**src/rtl/uart_rx.sv**
```systemverilog
// uart_rx: serial byte receiver for the uart_tx line format.
// Frame: start bit (0), 8 data bits MSB first, stop bit (1).
// Recovered bytes leave over a valid/ready port. Framing errors are reported
// as a one-cycle pulse. Overruns are reported as a sticky flag.
// Optional build macro UART_RX_SYNC_EN: rx passes through a 2-flop
// synchroniser before use. This adds exactly 2 cycles of latency.
// dbg_state exposes the FSM state encoding for checkers.
//
// Handshake: data is stable while valid=1. A byte transfers on any rising CLK
// edge with valid&&ready. valid then drops unless a new byte lands on that same
// edge. A byte completing while valid&&!ready is dropped and sets overrun.
// overrun clears on the next accepted transfer.
module uart_rx #(
  parameter int CLKS_PER_BIT = 1
) (
  input  logic       CLK,
  input  logic       RESETN,
  input  logic       rx,
  input  logic       ready,
  output logic [7:0] data,
  output logic       valid,
  output logic       framing_err,
  output logic       overrun,
  output logic [2:0] dbg_state
);

  localparam int HALF = (CLKS_PER_BIT - 1) / 2;
  localparam int CW   = (CLKS_PER_BIT > 1) ? $clog2(CLKS_PER_BIT) : 1;
  localparam logic [CW-1:0] HALF_C = CW'(HALF);
  localparam logic [CW-1:0] LAST_C = CW'(CLKS_PER_BIT - 1);
  localparam logic [CW-1:0] ONE_C  = CW'(1);

  typedef enum logic [2:0] {
    S_IDLE  = 3'd0,
    S_START = 3'd1,
    S_DATA  = 3'd2,
    S_STOP  = 3'd3,
    S_BREAK = 3'd4
  } state_e;

  logic rx_s;

`ifdef UART_RX_SYNC_EN
  logic [1:0] sync_q;

  // Two-stage synchroniser. It resets to the idle-high line level.
  always_ff @(posedge CLK or negedge RESETN) begin
    if (!RESETN) sync_q <= 2'b11;
    else         sync_q <= {sync_q[0], rx};
  end

  assign rx_s = sync_q[1];
`else
  assign rx_s = rx;
`endif

  state_e        state_q, state_d;
  logic [CW-1:0] cnt_q, cnt_d;
  logic [2:0]    bit_idx_q, bit_idx_d;
  logic [7:0]    shift_q, shift_d;
  logic [7:0]    data_q, data_d;
  logic          valid_q, valid_d;
  logic          fe_q, fe_d;
  logic          ovr_q, ovr_d;
  logic          frame_done;
  logic          frame_bad;

  // State and datapath registers. Reset discards any partial frame.
  always_ff @(posedge CLK or negedge RESETN) begin
    if (!RESETN) begin
      state_q   <= S_IDLE;
      cnt_q     <= '0;
      bit_idx_q <= 3'd7;
      shift_q   <= 8'h00;
      data_q    <= 8'h00;
      valid_q   <= 1'b0;
      fe_q      <= 1'b0;
      ovr_q     <= 1'b0;
    end else begin
      state_q   <= state_d;
      cnt_q     <= cnt_d;
      bit_idx_q <= bit_idx_d;
      shift_q   <= shift_d;
      data_q    <= data_d;
      valid_q   <= valid_d;
      fe_q      <= fe_d;
      ovr_q     <= ovr_d;
    end
  end

  // Frame FSM. The IDLE detection edge is offset 0 of the start bit.
  // START re-samples when its countdown reaches zero, which is HALF edges
  // after detection. DATA and STOP sample whenever the counter reads zero,
  // which is one full bit period after the previous sample.
  always_comb begin
    state_d    = state_q;
    cnt_d      = cnt_q;
    bit_idx_d  = bit_idx_q;
    shift_d    = shift_q;
    frame_done = 1'b0;
    frame_bad  = 1'b0;
    case (state_q)
      S_IDLE: begin
        if (!rx_s) begin
          if (HALF == 0) begin
            state_d   = S_DATA;
            cnt_d     = LAST_C;
            bit_idx_d = 3'd7;
          end else begin
            state_d = S_START;
            cnt_d   = HALF_C;
          end
        end
      end
      S_START: begin
        if (cnt_q == ONE_C) begin
          if (!rx_s) begin
            state_d   = S_DATA;
            cnt_d     = LAST_C;
            bit_idx_d = 3'd7;
          end else begin
            state_d = S_IDLE;
            cnt_d   = '0;
          end
        end else begin
          cnt_d = cnt_q - ONE_C;
        end
      end
      S_DATA: begin
        if (cnt_q == '0) begin
          shift_d[bit_idx_q] = rx_s;
          cnt_d              = LAST_C;
          if (bit_idx_q == 3'd0) begin
            state_d   = S_STOP;
            bit_idx_d = 3'd7;
          end else begin
            bit_idx_d = bit_idx_q - 3'd1;
          end
        end else begin
          cnt_d = cnt_q - ONE_C;
        end
      end
      S_STOP: begin
        if (cnt_q == '0) begin
          cnt_d = '0;
          if (rx_s) begin
            frame_done = 1'b1;
            state_d    = S_IDLE;
          end else begin
            frame_bad = 1'b1;
            state_d   = S_BREAK;
          end
        end else begin
          cnt_d = cnt_q - ONE_C;
        end
      end
      S_BREAK: begin
        // A held-low line must return high before the next frame can start.
        if (rx_s) state_d = S_IDLE;
      end
      default: begin
        state_d = S_IDLE;
        cnt_d   = '0;
      end
    endcase
  end

  // Holding register, handshake, and error flags.
  always_comb begin
    data_d  = data_q;
    valid_d = valid_q;
    ovr_d   = ovr_q;
    fe_d    = frame_bad;
    if (valid_q && ready) begin
      valid_d = 1'b0;
      ovr_d   = 1'b0;
    end
    if (frame_done) begin
      if (!valid_q || ready) begin
        data_d  = shift_q;
        valid_d = 1'b1;
      end else begin
        ovr_d = 1'b1;
      end
    end
  end

  assign data        = data_q;
  assign valid       = valid_q;
  assign framing_err = fe_q;
  assign overrun     = ovr_q;
  assign dbg_state   = state_q;

endmodule

```
**config.mk**
```make
export PLATFORM = sky130hd
export DESIGN_NAME = uart_rx
export DESIGN_NICKNAME = d
export VERILOG_FILES = /design/src/rtl/uart_rx.sv
export SDC_FILE = /design/constraint.sdc
export NUM_CORES = 1
export LEC_CHECK = 0
export ABC_CLOCK_PERIOD_IN_PS = 4700
export CORE_AREA = 2 2 50 52
export DETAILED_ROUTE_END_ITERATION = 8
export DIE_AREA = 0 0 52 54
export GPL_ROUTABILITY_DRIVEN = 0
export MAX_ROUTING_LAYER = met4
export PLACE_DENSITY_LB_ADDON = 0.08
export SYNTH_ARGS = -nofsm -noshare
export SYNTH_HDL_FRONTEND = slang
export SYNTH_SLANG_ARGS = --single-unit
```
**constraint.sdc**
```tcl
create_clock -name CLK -period 4.7 [get_ports CLK]
set_input_delay 1.175 -clock CLK [delete_from_list [all_inputs] [get_ports CLK]]
set_output_delay 1.175 -clock CLK [all_outputs]
set_load 0.02 [all_outputs]
```
==> results.py <==
metrics = {
    "grt": {
        "grtUsageTotal_pct": 16.2,
        "grt_pass1_wl_um": 3240,
        "grt_pass1_vias": 750,
        "grt_antenna_before_repair": 0,
        "grt_max_degree": 27,
        "grt_overflow": 0,
    },
    "hold_path": {
        "hold_class": "reg2reg",
        "min_from": "shift_q[4]$_DFFE_PN0P_",
        "hold_end": "shift_q[4]$_DFFE_PN0P_",
        "worstHoldPathCells": 1,
    },
    "critical_path": {
        "cp.required_ns": 3.52,
        "cp_top_family": "buffers and inverters",
        "worstSetupEndpointType": "output pin",
        "critical_path.slowest_cell": "clkdlybuf4s50_1",
        "crit_arrival_ns": 1.57,
        "path_max_fanout": 11,
        "path_buf_inv": 1,
        "crit_path_cell_trace": "clkdlybuf4s50_1",
        "timing.rr.start": "bit_idx_q[0]$_DFFE_PN1P_",
        "reg2reg_to": "bit_idx_q[0]$_DFFE_PN1P_",
        "worstSetupStartpointType": "flop",
        "worstSetupPathType": "reg2out",
        "max_stage_delay_ns": 0.67,
        "reg2reg_depth": 6,
        "crit_cells": 1,
        "reg2reg_slack_ns": 2.78,
    },
    "yosys": {
        "syn_area_per_cell_um2": 12.9,
        "syn_area_mm2": 0.00120,
        "postSynth.asyncResetShare_pct": 100,
        "synthesis.nets": 99,
        "synth_top_area_cell": "dfrtp_1",
        "yosysMostFrequentCell": "dfrtp_1",
        "synth_edf_count": 0,
        "yosys_warnings": 0,
        "synth.area.top_cells": "dfrtp_1, mux2_2, dfstp_2",
        "yosys-top-cells-count": "dfrtp_1, mux2_2, inv_1, nand2_1, nand4_1",
        "synth_top_area_share_pct": 48.1,
        "ys_types": 28,
        "ys_ff_latch": 26,
        "synth-main-ff-cell": "dfrtp_1",
        "netlist_instances": 93,
        "ys_seq_area_share_pct": 54.7,
    },
    "clock_tree": {
        "tritoncts": "done",
        "clk_pin_slew_worst_paths_ns": 0.15,
        "cts_max_path_buffers": 2,
        "htree_levels": 1,
        "cts_num_sinks": 26,
        "clock_latency_ns": 0.32,
        "cts_inserted_buffers": 3,
        "cts_hold_buf": 0,
        "cts-resized-gates": 0,
        "cts_setup_buffers": 0,
        "cts_root_buffer": "clkbuf_4",
    },
    "timing": {
        "fmax_mhz": 364,
        "whs_ns": 0.505,
        "tightest_slew_ns": 1.13,
        "rsz0062_at_grt": "false",
        "fin_tns_setup_ns": 0,
        "fin_crit_sh_pct": 58.5,
        "final.setup_skew_ns": 0.0132,
        "drv_slew": 0,
        "relSlewSlack_pct": 24.5,
        "setup_violations": 0,
        "period_needed_ns": 2.75,
        "final_hold_viol_count": 0,
    },
    "drt": {
        "via_per_inst": 5.58,
        "wl_per_cell_um": 13.8,
        "dr_total_vias": 775,
        "post-route-drc-count": 0,
        "drt-initial-drc-count": 8,
        "drt_wl_total_um": 1920,
        "drtPass1Iterations": 4,
        "postRouteAntennaNets": 0,
    },
    "outcome": {
        "outcome": "completed",
    },
    "pwr": {
        "power_density_mw_per_mm2": 704,
        "ir_worst_vdd_mv": 0.344,
        "p_leak_uw": 0.000626,
    },
    "placement": {
        "port_buffers": 17,
        "dp_hpwl_um": 1320,
        "dpl.cell_count": 135,
    },
    "die": {
        "start_util_pct": 51.6,
        "die_y_um": 54,
        "die_w_um": 52,
        "coreArea_mm2": 0.00232,
        "rows": 18,
        "dieArea_mm2": 0.00281,
        "io_pins": 18,
    },
    "layout": {
        "fillers": 187,
        "syn2layout_area_growth_pct": 19.5,
        "drive_above_1_share_pct": 26.6,
        "diodes": 0,
        "final-instance-count-excl-fill": 139,
        "fin_nets": 116,
    },
    "flow_run": {
        "maxCapViolCount": 0,
    },
}
-- area by class of cell --
cell class / instances / area (um2) / area share (%)
Clock buffer: 3 / 22.5 / 1.58
Clock inverter: 1 / 30.0 / 2.10
Inverter: 5 / 18.8 / 1.31
Multi-Input combinational cell: 57 / 495 / 34.7
Sequential cell: 26 / 654 / 45.8
Tap cell: 30 / 37.5 / 2.63
Timing Repair Buffer: 17 / 170 / 11.9
-- state kept, by name, summed over array words and instances, names as in the netlist --
signal and count:
dbg_state 3, data 8, valid 1, shift_q 8, cnt_q 1, bit_idx_q 3
framing_err 1, overrun 1
-- worst max-delay path by stage --
| stage | startpoint | end | slack (ns) |
|---|---|---|---|
| 2_1_floorplan | rx | bit_idx_q[0]$_DFFE_PN1P_ | 2.67 |
| 3_3_place_gp | rx | bit_idx_q[0]$_DFFE_PN1P_ | 1.82 |
| 3_5_place_dp | rx | bit_idx_q[1]$_DFFE_PN1P_ | 1.76 |
| 4_1_cts | dbg_state[2]$_DFFE_PN0P_ | dbg_state[2] | 1.93 |
| 5_1_grt | dbg_state[2]$_DFFE_PN0P_ | dbg_state[2] | 1.87 |
| 6_report | dbg_state[2]$_DFFE_PN0P_ | dbg_state[2] | 1.95 |
-- power by group --
group	internal [uW]	switching (uW)
logic	231	192
registers	329	100
clock network	86.2	66.5
-- per-stage QoR --
step | util [%] | total power, uW | area [um2] | setup slack, ns
after global placement | 59.3 | 855 | 1380 | 1.82
after global routing | 61.6 | 1080 | 1430 | 1.87
after detailed placement | 59.3 | 863 | 1380 | 1.76
final | 61.6 | 1010 | 1430 | 1.95
after floorplan | - | 711 | 1200 | 2.67
after CTS | 61.6 | 1020 | 1430 | 1.93
-- logic make-up (layout without fill, tap and decap cells) --
family | after synthesis | count (layout) | share of synthesized area [%]
multiplexers | 18 | 18 | 16.9
adder cells (fa/ha/maj) | 2 | 2 | 2.09
flip-flops | 26 | 26 | 54.7
AO/OA/AOI/OAI | 8 | 8 | 4.50
AND/OR/NAND/NOR | 29 | 29 | 17.9
buffers and inverters | 10 | 26 | 3.87
-- layer usage --
layer	part of all wire, %	global-route usage, %	up-vias
li1	-	-	365
met1	46	19.5	394
met2	49	27.4	14
met3	4.0	2.50	2
met4	0.78	6.58	0
met5	0	-	-
-- placed cells by master, fill, tap and decap left out --
master           Yosys  routed
nand2b_1             2       2
and4bb_2             1       1
nor2b_1              3       3
nor3_1               2       2
a21o_1               1       1
a311oi_1             1       1
clkdlybuf4s50_1      0      17
nand4_1              5       5
mux2_1               3       3
a21oi_1              3       3
or4b_4               1       1
clkbuf_4             0       3
ha_1                 2       2
dfstp_2              3       3
dfrtp_1             23      23
mux2_2              15      15
nand2_1              5       5
bufinv_16            0       1
a31oi_1              1       1
nor2_1               3       3
nand3_1              1       1
nor4_2               3       3
nand3_2              1       1
nor4b_1              1       1
o211ai_1             1       1
nor4b_4              1       1
inv_1                5       5
a2bb2oi_1            1       1
(Power assumes the default switching activity.)
